**config.mk**
```make
export PLATFORM = sky130hd
export DESIGN_NAME = cordic_iter_ctrl
export DESIGN_NICKNAME = d
export VERILOG_FILES = /design/src/rtl/cordic_pkg.sv /design/src/rtl/cordic.sv /design/src/rtl/cordic_iter_ctrl.sv
export SDC_FILE = /design/constraint.sdc
export NUM_CORES = 1
export LEC_CHECK = 0
export ABC_AREA = 1
export CAP_MARGIN = 20
export CORE_ASPECT_RATIO = 0.8
export CORE_MARGIN = 4
export CORE_UTILIZATION = 40
export CTS_CLUSTER_DIAMETER = 120
export DETAILED_ROUTE_END_ITERATION = 6
export GPL_TIMING_DRIVEN = 0
export HOLD_SLACK_MARGIN = 0.06
export SETUP_SLACK_MARGIN = 0.2
export SLEW_MARGIN = 0
export SYNTH_ARGS = -nofsm -noshare
export SYNTH_HDL_FRONTEND = slang
export SYNTH_SLANG_ARGS = --single-unit
```
**constraint.sdc**
```tcl
create_clock -name clk -period 5.74 [get_ports clk]
set_input_delay 0.574 -clock clk [delete_from_list [all_inputs] [get_ports clk]]
set_output_delay 0.574 -clock clk [all_outputs]
set_load 0.02 [all_outputs]
```
**src/rtl/cordic_pkg.sv**
```systemverilog
// cordic_pkg: shared constants, angle table and FSM state type for the
// iterative CORDIC sequencer. Table values are stored in Q.16 and rescaled on use.
`default_nettype none

package cordic_pkg;

    localparam int MAX_ITER      = 31;
    localparam int PKG_FRAC_BITS = 16;

    typedef enum logic [1:0] {
        IDLE = 2'd0,
        RUN  = 2'd1,
        DONE = 2'd2
    } cordic_state_t;

    // round(atan(2^-i) * 2^16); entries beyond 16 round to zero
    localparam logic signed [31:0] ALPHA [MAX_ITER] = '{
        32'sd51472, 32'sd30386, 32'sd16055, 32'sd8150, 32'sd4091,
        32'sd2047,  32'sd1024,  32'sd512,   32'sd256,  32'sd128,
        32'sd64,    32'sd32,    32'sd16,    32'sd8,    32'sd4,
        32'sd2,     32'sd1,     32'sd0,     32'sd0,    32'sd0,
        32'sd0,     32'sd0,     32'sd0,     32'sd0,    32'sd0,
        32'sd0,     32'sd0,     32'sd0,     32'sd0,    32'sd0,
        32'sd0
    };

    localparam logic signed [31:0] K_INIT    = 32'sd39797;
    localparam logic signed [31:0] PI_Q      = 32'sd205887;
    localparam logic signed [31:0] HALF_PI_Q = 32'sd102944;

    function automatic logic signed [31:0] q16_rescale(
        input logic signed [31:0] v,
        input int                 frac
    );
        if (frac >= PKG_FRAC_BITS) begin
            return v <<< (frac - PKG_FRAC_BITS);
        end
        return v >>> (PKG_FRAC_BITS - frac);
    endfunction

endpackage

`default_nettype wire

```
**src/rtl/cordic.sv**
```systemverilog
// cordic: one combinational micro-rotation step in rotation mode; the
// direction follows the sign of the residual angle z.
`default_nettype none

module cordic
    import cordic_pkg::*;
#(
    parameter int WORD_LENGTH = 21
) (
    input  logic                          rst,
    input  logic signed [WORD_LENGTH-1:0] x_i,
    input  logic signed [WORD_LENGTH-1:0] y_i,
    input  logic signed [WORD_LENGTH-1:0] z_i,
    input  logic signed [WORD_LENGTH-1:0] alpha_i,
    input  logic        [4:0]             iteration_i,
    output logic signed [WORD_LENGTH-1:0] next_x_o,
    output logic signed [WORD_LENGTH-1:0] next_y_o,
    output logic signed [WORD_LENGTH-1:0] next_z_o
);

    logic signed [WORD_LENGTH-1:0] x_sh;
    logic signed [WORD_LENGTH-1:0] y_sh;

    assign x_sh = x_i >>> iteration_i;
    assign y_sh = y_i >>> iteration_i;

    always_comb begin
        next_x_o = '0;
        next_y_o = '0;
        next_z_o = '0;
        if (!rst) begin
            if (!z_i[WORD_LENGTH-1]) begin
                next_x_o = x_i - y_sh;
                next_y_o = y_i + x_sh;
                next_z_o = z_i - alpha_i;
            end else begin
                next_x_o = x_i + y_sh;
                next_y_o = y_i - x_sh;
                next_z_o = z_i + alpha_i;
            end
        end
    end

endmodule

`default_nettype wire

```
**src/rtl/cordic_iter_ctrl.sv**
```systemverilog
// cordic_iter_ctrl: iterative sin/cos sequencer around one shared cordic stage.
// Optional macro CORDIC_QUAD_EXT_EN extends the input range to [-pi, +pi).
`default_nettype none

module cordic_iter_ctrl
    import cordic_pkg::*;
#(
    parameter int WORD_LENGTH  = 21,
    parameter int FRAC_BITS    = 16,
    parameter int N_ITERATIONS = 17
) (
    input  logic                          clk,
    input  logic                          rst,
    input  logic                          in_valid_i,
    output logic                          in_ready_o,
    input  logic signed [WORD_LENGTH-1:0] angle_i,
    output logic                          out_valid_o,
    input  logic                          out_ready_i,
    output logic signed [WORD_LENGTH-1:0] cos_o,
    output logic signed [WORD_LENGTH-1:0] sin_o,
    output logic                          busy_o
);

    localparam logic [4:0] LAST_ITER = 5'(N_ITERATIONS - 1);
    localparam logic signed [WORD_LENGTH-1:0] K_INIT_W =
        WORD_LENGTH'(q16_rescale(K_INIT, FRAC_BITS));

    cordic_state_t state_q, state_d;
    logic [4:0]    iter_q, iter_d;
    logic signed [WORD_LENGTH-1:0] x_q, x_d, y_q, y_d, z_q, z_d;
    logic signed [WORD_LENGTH-1:0] cos_q, cos_d, sin_q, sin_d;

    logic signed [WORD_LENGTH-1:0] alpha_w;
    logic signed [WORD_LENGTH-1:0] next_x_w, next_y_w, next_z_w;
    logic signed [WORD_LENGTH-1:0] z_load_w;
    logic signed [WORD_LENGTH-1:0] res_x_w, res_y_w;

    assign alpha_w = WORD_LENGTH'(q16_rescale(ALPHA[iter_q], FRAC_BITS));

    cordic #(
        .WORD_LENGTH (WORD_LENGTH)
    ) u_stage (
        .rst         (rst),
        .x_i         (x_q),
        .y_i         (y_q),
        .z_i         (z_q),
        .alpha_i     (alpha_w),
        .iteration_i (iter_q),
        .next_x_o    (next_x_w),
        .next_y_o    (next_y_w),
        .next_z_o    (next_z_w)
    );

`ifdef CORDIC_QUAD_EXT_EN
    localparam logic signed [WORD_LENGTH-1:0] PI_W =
        WORD_LENGTH'(q16_rescale(PI_Q, FRAC_BITS));
    localparam logic signed [WORD_LENGTH-1:0] HALF_PI_W =
        WORD_LENGTH'(q16_rescale(HALF_PI_Q, FRAC_BITS));

    logic neg_q;
    logic neg_load_w;

    // Fold outer half-plane angles by pi and negate the result at the end
    always_comb begin
        z_load_w   = angle_i;
        neg_load_w = 1'b0;
        if (angle_i > HALF_PI_W) begin
            z_load_w   = angle_i - PI_W;
            neg_load_w = 1'b1;
        end else if (angle_i < -HALF_PI_W) begin
            z_load_w   = angle_i + PI_W;
            neg_load_w = 1'b1;
        end
    end

    always_ff @(posedge clk) begin
        if (rst) begin
            neg_q <= 1'b0;
        end else if (state_q == IDLE && in_valid_i) begin
            neg_q <= neg_load_w;
        end
    end

    assign res_x_w = neg_q ? -next_x_w : next_x_w;
    assign res_y_w = neg_q ? -next_y_w : next_y_w;
`else
    assign z_load_w = angle_i;
    assign res_x_w  = next_x_w;
    assign res_y_w  = next_y_w;
`endif

    always_comb begin
        state_d = state_q;
        iter_d  = iter_q;
        x_d     = x_q;
        y_d     = y_q;
        z_d     = z_q;
        cos_d   = cos_q;
        sin_d   = sin_q;
        unique case (state_q)
            IDLE: begin
                if (in_valid_i) begin
                    x_d     = K_INIT_W;
                    y_d     = '0;
                    z_d     = z_load_w;
                    iter_d  = '0;
                    state_d = RUN;
                end
            end
            RUN: begin
                x_d    = next_x_w;
                y_d    = next_y_w;
                z_d    = next_z_w;
                iter_d = iter_q + 5'd1;
                // Result registers capture the final rotation directly
                if (iter_q == LAST_ITER) begin
                    cos_d   = res_x_w;
                    sin_d   = res_y_w;
                    state_d = DONE;
                end
            end
            DONE: begin
                if (out_ready_i) begin
                    state_d = IDLE;
                end
            end
            default: state_d = IDLE;
        endcase
    end

    always_ff @(posedge clk) begin
        if (rst) begin
            state_q <= IDLE;
            iter_q  <= '0;
            x_q     <= '0;
            y_q     <= '0;
            z_q     <= '0;
            cos_q   <= '0;
            sin_q   <= '0;
        end else begin
            state_q <= state_d;
            iter_q  <= iter_d;
            x_q     <= x_d;
            y_q     <= y_d;
            z_q     <= z_d;
            cos_q   <= cos_d;
            sin_q   <= sin_d;
        end
    end

    assign in_ready_o  = (state_q == IDLE);
    assign out_valid_o = (state_q == DONE);
    assign busy_o      = (state_q == RUN) || (state_q == DONE);
    assign cos_o       = cos_q;
    assign sin_o       = sin_q;

endmodule

`default_nettype wire
```
## Word level (Yosys, flattened, before mapping)

Memories as Yosys holds them, arrays and structs flattened.
Cells that the tools add are included.

| word-level totals | value |
|---|---|
| bits in registers | 112 |
| ROM bits | 1024 |
| word-level logic and storage cells | 48 |
| memories kept | 1 |

Memories:

| name | words | bits a word | rd ports | clocked after Yosys merged registers in | wr ports | line | text |
|---|---|---|---|---|---|---|---|
| (name not given) | 32 | 32 | 1 | 0 | 0 | cordic_iter_ctrl.sv:38 | `assign alpha_w = WORD_LENGTH'(q16_rescale(ALPHA[iter_q], FRAC_BITS));` |

| cells by class | value |
|---|---|
| add/subtract/negate cells | 7 |
| $lt $le $gt $ge | 1 |
| equality and inequality tests | 6 |
| shift operators | 2 |
| mux-type cells | 17 |
| bitwise gates (word level) | 1 |
| reduce and logical (&&, ||, !) cells | 6 |

Operators with widths:

| operator | count |
|---|---|
| 21-bit 2-to-1 mux | 8 |
| 21-bit case mux with 2 select lines | 3 |
| 21-bit adder | 3 |
| 21-bit subtractor | 3 |
| 21-bit by 5-bit >>> shifter with 21-bit output | 2 |
| 5-bit case mux with 2 select lines | 1 |
| 6-bit >= comparator (second input constant) | 1 |
| 2-bit 2-to-1 mux | 3 |
| 5-bit NOT with 6-bit output | 1 |
| 2-bit case mux with 3 select lines | 1 |
| 5-bit by 1-bit adder with 5-bit output (second input constant) | 1 |
| 5-bit equality test (second input constant) | 1 |
| 5-bit 2-to-1 mux | 1 |
| 2-bit != test (second input constant) | 2 |
| 2-bit AND reduction | 2 |
| 3-bit AND reduction | 1 |
| 2-bit by 1-bit equality test with 1-bit output (second input constant) | 1 |
| 2-bit equality test (second input constant) | 1 |
| 2-bit logical NOT | 1 |
| 2-bit by 1-bit != test with 1-bit output (second input constant) | 1 |
| 2-bit nonzero test | 1 |
| 1-bit logical OR | 1 |

## Logic depth before layout (Yosys ltp)

Gate-level depths: netlist (run 1).

| logic depth | value |
|---|---|
| depth in word-level cells | 7 |
| mapped depth | 34 |
| mapped depth without buffers | 33 |

## Modules after synthesis

Synthesis (run 1) repeated with hierarchy kept, for this count alone.

| second synthesis, totals | value |
|---|---|
| cells, all modules | 1885 |
| area, all modules | 11265.8 sq um |

Modules (own cells, without submodules):

| module | times used | cells each | area an instance (sq um) | seq. area each (sq um) |
|---|---|---|---|---|
| cordic | 1 | 1297 | 6713.9 | 0.0 |
| cordic_iter_ctrl | 1 | 588 | 4551.9 | 2242.2 |

## Worst setup path before layout (run 1)

OpenSTA, ideal clock, no wires.

| path | value |
|---|---|
| path type | register to register |
| start | register iter_q[1] |
| end | register z_q[13] |
| library setup time | 0.132 ns |
| arrival time | 3.762 ns |
| slack | 1.845 ns |
| cell stages (with the launch flop) | 25 |
| clock period less this slack | 3.895 ns |
| cells stage by stage | dfxtp_1 > buf_6 > inv_6 > buf_4 > ha_1 > inv_1 > nor2_1 > inv_1 > a21oi_1 > nor2_1 > o21ai_1 > ha_1 > nand4_1 > nor3_2 > nor2_1 > xor2_1 > ha_1 > nand2_1 > nor4_1 > a21oi_1 > o21ai_0 > a21oi_1 > or2_2 > nand3_1 > a31oi_1 |

| on the way | value |
|---|---|
| longest elaborated chain between the ends | 7 |
| elaborated cells between the ends (all ways) | 8 |

Ends and longest elaborated chain:

| what | line | text |
|---|---|---|
| start: declaration | cordic_iter_ctrl.sv:29 | `logic [4:0] iter_q, iter_d;` |
| start signal: assignment | cordic_iter_ctrl.sv:142 | `iter_q <= iter_d;` |
| 5-bit NOT with 6-bit output (implied by the code) * | cordic_iter_ctrl.sv:38 |  |
| memory 32 x 32 bit * | n/a |  |
| 21-bit 2-to-1 mux (implied by the code) * (2 in a row) | cordic_iter_ctrl.sv:38 |  |
| 21-bit subtractor or 21-bit adder (tied branches) | cordic.sv:35, cordic.sv:39 |  |
| 21-bit 2-to-1 mux * | cordic.sv:32 | `if (!z_i[WORD_LENGTH-1]) begin` |
| 21-bit case mux with 2 select lines * | cordic_iter_ctrl.sv:100 | `unique case (state_q)` |
| end signal: assignment | cordic_iter_ctrl.sv:145 | `z_q <= z_d;` |
| end: declaration | cordic_iter_ctrl.sv:30 | `logic signed [WORD_LENGTH-1:0] x_q, x_d, y_q, y_d, z_q, z_d;` |

Mark *: on every way between the ends. The rest lies on a longest branch, timed or not. The select of a mux whose other input is x is not followed.
A chain may end at the register's enable or synchronous reset.

## Worst setup path after layout (run 1)

| path | value |
|---|---|
| start | register iter_q[1] |
| end | register z_q[20] |

The elaborated chain is that of the path after synthesis.

==> results of run 1 <==
==> layer usage <==
metal	track usage [%]	routed length, um	up-vias
li1	-	-	6078
met1	43.4	22300	5770
met2	40.3	17700	487
met3	7.45	4230	38
met4	4.42	571	0
met5	0	0	-
==> state kept, by name, summed over array words and instances, names as in the netlist <==
name,cells
z_q,21
sin_o,21
y_q,21
x_q,21
cos_o,21
iter_q,5
state_q,2
==> layout by cell type, fill, tap and decap left out, drive strengths merged, types with 12 or more instances in the layout <==
cell / Yosys / final
a21oi: 130 / 130
a31oi: 33 / 33
buf: 37 / 36
clkbuf: 39 / 49
clkdlybuf4s50: 0 / 68
dfxtp: 112 / 112
ha: 81 / 81
inv: 181 / 186
nand2: 538 / 538
nand3: 166 / 166
nand4: 19 / 19
nor2: 126 / 126
nor3: 18 / 18
o211ai: 14 / 14
o21ai: 116 / 116
o21bai: 28 / 28
or2: 12 / 12
xnor2: 31 / 31
xor2: 50 / 50
==> final cells by class <==
type	count	area, um2
Clock inverter	7	87.6
Tap cell	364	455
Multi-Input combinational cell	1413	7910
Clock buffer	9	225
Sequential cell	112	2240
Inverter	185	699
Fill cell	2888	14800
Buffer	76	419
Timing Repair Buffer	68	681
==> cell usage after synthesis, drive strengths merged, types with 2 or more instances <==
master / count / area share [%]
nand2: 538 / 19
inv: 181 / 6.1
nand3: 166 / 8.3
a21oi: 130 / 6.0
nor2: 126 / 5.3
o21ai: 116 / 5.3
dfxtp: 112 / 20
ha: 81 / 9.0
xor2: 50 / 3.9
clkbuf: 39 / 1.3
buf: 37 / 2.4
a31oi: 33 / 1.8
xnor2: 31 / 2.4
o21bai: 28 / 1.9
nand4: 19 / 1.1
nor3: 18 / 0.98
o211ai: 14 / 0.93
or2: 12 / 0.67
a21o: 8 / 0.53
o21a: 8 / 0.53
o221ai: 7 / 0.54
nor4: 5 / 0.28
o22ai: 5 / 0.28
clkinv: 4 / 0.13
a211oi: 3 / 0.20
fa: 3 / 0.53
a21boi: 2 / 0.13
a22oi: 2 / 0.13
o31ai: 2 / 0.26
==> cells by family (layout without fill, tap and decap cells) <==
logic type | Yosys count | count (layout)
AO/OA/AOI/OAI | 364 | 364
XOR/XNOR | 81 | 81
buffers and inverters | 261 | 345
flip-flops | 112 | 112
adder cells (fa/ha/maj) | 84 | 84
AND/OR/NAND/NOR | 884 | 884
==> worst max-delay path by stage <==
stage	endpoint	cells after the start	slack (ns)
2_1_floorplan	z_q[13]$_SDFFE_PP0P_	24	1.85
3_3_place_gp	z_q[20]$_SDFFE_PP0P_	27	0.57
3_5_place_dp	z_q[20]$_SDFFE_PP0P_	27	0.50
4_1_cts	z_q[20]$_SDFFE_PP0P_	27	0.46
5_1_grt	z_q[20]$_SDFFE_PP0P_	28	0.20
6_report	z_q[20]$_SDFFE_PP0P_	28	0.46
==> what timing repair did <==
action,4_1_cts,5_1_grt
setup endpoints to repair,0,5
hold endpoints to repair,0,0
resized for setup,0,4
==> metrics by stage <==
| step | area (um2) | hold WS (ns) |
|---|---|---|
| after floorplan | 11300 | 0.454 |
| after CTS | 12700 | 0.497 |
| final | 12700 | 0.497 |
| after global placement | 12400 | 0.471 |
| after detailed placement | 12400 | 0.481 |
| after global routing | 12700 | 0.525 |
==> worst register-to-register path, delay by kind of cell, from the launching register on <==
kind	cells	cell delay [ns]
and+or+nand+nor	12	1.92
DFF	1	0.42
buffers and inverters	6	0.75
adders and majority gates	3	0.77
AOI/OAI and AO/OA	6	1.17
xor gates and xnor gates	1	0.13
==> results.json, run 1 <==
{
  "status": "completed",
  "r2r_end": "z_q[20]$_SDFFE_PP0P_",
  "cts_buffer_depth": 2,
  "grt_first_pass_wirelength_mm": 67.6,
  "synth_compound_area_share_pct": 19.1,
  "cp-startpoint": "iter_q[1]$_SDFFE_PP0P_",
  "crit_family": "simple AND/OR/NAND/NOR gates",
  "vias_per_cell": 5.54,
  "port_buffers": 68,
  "io_pins": 70,
  "wl_per_cell_um": 20.1,
  "fin_crit_ns": 5.28,
  "synthAdderAreaFrac_pct": 9.54,
  "synth_xor_area_share_pct": 6.30,
  "cts_made_buffers": 9,
  "cts_tree": "done",
  "synthCells": 1786,
  "synth_mux_area_share_pct": 0,
  "tns_ns": 0,
  "rsz0062_at_grt": "no",
  "slowest_stage": "dfxtp_1",
  "max_clock_freq_mhz": 189,
  "postCtsHoldBufs": 0,
  "critPathKind": "reg -> reg",
  "synth_simple_gate_area_share_pct": 35.2,
  "place_ws_ns": 0.500,
  "ys_async_sr_fraction_pct": 0,
  "worstPathArrival_ns": 5.53,
  "synth_top_family_by_area": "simple AND/OR/NAND/NOR gates",
  "die_w_um": 196,
  "ys_seq_area_share_pct": 19.9,
  "fin_skew_ns": 0.0162,
  "diodes": 0,
  "synth-edff-count": 0,
  "grt_overflow": 0,
  "clkSinkCount": 112,
  "clkLatencyLatePin_ns": 0.39,
  "endpoint_kind": "flip-flop",
  "worst-path-buf-inv": 6,
  "drive_above_1_share_pct": 8.34,
  "fin_cells": 2234,
  "drtAntennaViolNets": 0,
  "synth-seq-cells": 112,
  "critPathRequiredTime_ns": 5.99,
  "maxSlewHeadroom_pct": 29.2,
  "whs_path_depth": 2,
  "drt_iter0_markers": 1382,
  "worst_pin_slew_ns": 1.06,
  "wl_mm": 44.9,
  "dp_hpwl_mm": 36.0,
  "area_growth_pct": 13.0,
  "dp.cells": 2218,
  "num_rows": 54,
  "dieArea_um2": 30900,
  "cts-htree-levels": 3,
  "synth.avg_cell_area_um2": 6.30,
  "grt_max_degree": 24,
  "cp_max_fo": 12,
  "critPathMaxStageDelay_ns": 0.42,
  "routabilityCongestion": 0.996,
  "hp-start": "y_q[0]$_SDFFE_PP0P_",
  "synth_nets": 1895,
  "path_common_cell": "nor2_1",
  "grt_util_all_layers_pct": 28.4,
  "r2r-start": "iter_q[1]$_SDFFE_PP0P_",
  "yosysWarnings": 0,
  "vias": 12400,
  "antenna_found_initial": 0,
  "grt_pass1_vias": 11100,
  "initial_utilization_pct": 40.9,
  "synth-main-ff-cell": "dfxtp_1",
  "rrSetupSlack_ns": 0.46,
  "drv_cap": 0,
  "min_to": "y_q[0]$_SDFFE_PP0P_",
  "fin_ws_ns": 0.460,
  "min_path_type": "reg -> reg",
  "dr.pass1.iters": 7,
  "drc": 0,
  "finalCritPeriodShare_pct": 92.0,
  "postCtsSetupRepairBufs": 0,
  "fp.coreArea_um2": 27500,
  "cp-start-kind": "flip-flop",
  "cts-root-buf": "clkbuf_16",
  "setup-violations-final": 0,
  "maxSlewViolCount": 0,
  "fin_util_pct": 46.2,
  "clk_pin_slew_worst_paths_ns": 0.10,
  "finalHoldViolCount": 0,
  "die_h_um": 158,
  "worstRegToRegCells": 28,
  "nets": 1974,
  "synth_cell_types": 54,
  "synthesis.area_um2": 11300
}
Power of run 1 is not shown: default switching activity piles up to over one toggle a cycle in this logic, so the estimate is an artifact.
==> run 2, diff against run 1 <==
--- a/config.mk
+++ b/config.mk
@@ -14,6 +14,7 @@
 export DETAILED_ROUTE_END_ITERATION = 6
 export GPL_TIMING_DRIVEN = 0
 export HOLD_SLACK_MARGIN = 0.06
+export REMOVE_ABC_BUFFERS = 1
 export SETUP_SLACK_MARGIN = 0.2
 export SLEW_MARGIN = 0
 export SYNTH_ARGS = -nofsm -noshare
==> results.json, run 2 (synthesis results as in run 1) <==
{
  "status": "completed",
  "initial_utilization_pct": 40.9,
  "max_clock_freq_mhz": 193,
  "grt_pass1_vias": 10600,
  "cts_buffer_depth": 2,
  "die_h_um": 158,
  "dr.pass1.iters": 5,
  "drt_iter0_markers": 844,
  "drv_cap": 0,
  "setup-violations-final": 0,
  "endpoint_kind": "flip-flop",
  "critPathKind": "reg -> reg",
  "area_growth_pct": 11.5,
  "wl_per_cell_um": 16.1,
  "cp-start-kind": "flip-flop",
  "slowest_stage": "dfxtp_2",
  "cts-root-buf": "clkbuf_16",
  "finalCritPeriodShare_pct": 90.4,
  "dieArea_um2": 30900,
  "postCtsHoldBufs": 0,
  "cts_tree": "done",
  "num_rows": 54,
  "cts-htree-levels": 3,
  "critPathRequiredTime_ns": 6.01,
  "dr_wl_met2_mm": 14.4,
  "drtAntennaViolNets": 0,
  "fillers": 2936,
  "vias_per_cell": 5.32,
  "grt_overflow": 0,
  "min_path_type": "reg -> reg",
  "rsz0062_at_grt": "no",
  "crit_family": "simple AND/OR/NAND/NOR gates",
  "fin_ws_ns": 0.551,
  "finalHoldViolCount": 0,
  "drc": 0,
  "final_cell_mix": "nand2_1 (515), inv_1 (169), nand3_1 (146)",
  "path_common_cell": "nand3_1",
  "place_ws_ns": 0.0184,
  "fin_crit_ns": 5.19,
  "worstPathArrival_ns": 5.45,
  "die_w_um": 196,
  "maxSlewViolCount": 0,
  "multiInputGateArea_um2": 7920,
  "grt_first_pass_wirelength_mm": 55.8,
  "final_common_cell": "nand2_1",
  "hp-start": "cos_o[1]$_SDFFE_PP0P_",
  "critPathMaxStageDelay_ns": 0.71,
  "cp-startpoint": "iter_q[4]$_SDFFE_PP0P_",
  "antenna_found_initial": 0,
  "dp_hpwl_mm": 26.8,
  "r2r-start": "iter_q[4]$_SDFFE_PP0P_",
  "fp.coreArea_um2": 27500,
  "wl_mm": 35.0,
  "fin_skew_ns": 0.0105,
  "io_pins": 70,
  "cp_max_fo": 18,
  "clk_pin_slew_worst_paths_ns": 0.08,
  "cts_made_buffers": 9,
  "drt-met1-wl_mm": 18.2,
  "worst_pin_slew_ns": 1.04,
  "port_buffers": 69,
  "critical_path.cell_chain": "clkinvlp_4 > nor3_1 > inv_1 > o21ai_1 > inv_1 > ha_1 > nand4_1 > nor3_2 > nand3_1 > nand2_1 > xor2_1 > ha_1 > nand2_1 > nor4_1 > nand3_1 > nand3_1 > a31oi_1 > or2_2 > nand3_1 > a31oi_1",
  "nets": 1912,
  "vias": 11600,
  "routabilityCongestion": 0.891,
  "grt_util_all_layers_pct": 22.2,
  "dr.max_layer_used": "met4",
  "grt_max_degree": 53,
  "seqCellArea_um2": 2250,
  "wl_met3_mm": 1.96,
  "clkSinkCount": 112,
  "drive_above_1_share_pct": 7.91,
  "clkLatencyLatePin_ns": 0.39,
  "worst-path-buf-inv": 3,
  "maxSlewHeadroom_pct": 30.6
}
==> run 2: worst paths after layout <==
path / slack (ns) / cells after the start / endpoint
worst max-delay path: 0.55 / 20 / z_q[19]$_SDFFE_PP0P_
worst min-delay path: 0.48 / 2 / cos_o[1]$_SDFFE_PP0P_
worst max register to register: 0.55 / 20 / z_q[19]$_SDFFE_PP0P_
worst min register to register: 0.48 / 2 / cos_o[1]$_SDFFE_PP0P_
==> run 2: layout make-up <==
type	instances	share of cell area (%)
multi-input combinational	1414	63.2
timing repair inverter	1	0.0399
timing repair buffer	80	7.31
clock buffer	10	1.83
inverter	185	5.69
antenna	1	0.0200
clock inverter	6	0.349
tap	364	3.63
sequential	112	18.0
==> run 2: per-stage QoR <==
step / util, % / std cells / instance area, um2 / setup TNS (ns) / hold WS (ns)
final: 45.6 / 2173 / 12500 / 0 / 0.482
after global routing: 45.6 / 2172 / 12500 / 0 / 0.492
after CTS: 45.3 / 2168 / 12400 / 0 / 0.476
after detailed placement: 44.3 / 2152 / 12200 / 0 / 0.464
after global placement: 43.6 / 2143 / 12000 / -236.41 / 0.462
after floorplan: - / 1710 / 10800 / 0 / 0.448
==> run 2: what timing repair did <==
action | in CTS | in global routing
resized for setup | 2 | 10
pin swaps | 0 | 1
endpoints found under the setup margin | 11 | 29
gates cloned | 0 | 2
setup buffers | 0 | 1
==> run 2: worst reg2reg max path: cells and delay by family (launching register included) <==
kind | cells | cell delay [ns]
simple gates | 11 | 2.29
compound gates | 3 | 0.43
xor+xnor | 1 | 0.19
flops | 1 | 0.71
buf+inv | 3 | 0.85
fa+ha+maj | 2 | 0.63
==> run 2: routing by layer <==
metal  vias to the layer above  track usage, %
met1                      5292            33.3
met5                         -               0
li1                       5949               -
met3                        26            3.43
met2                       304            33.9
met4                         0            4.02
Power of run 2 is left out for the same reason.
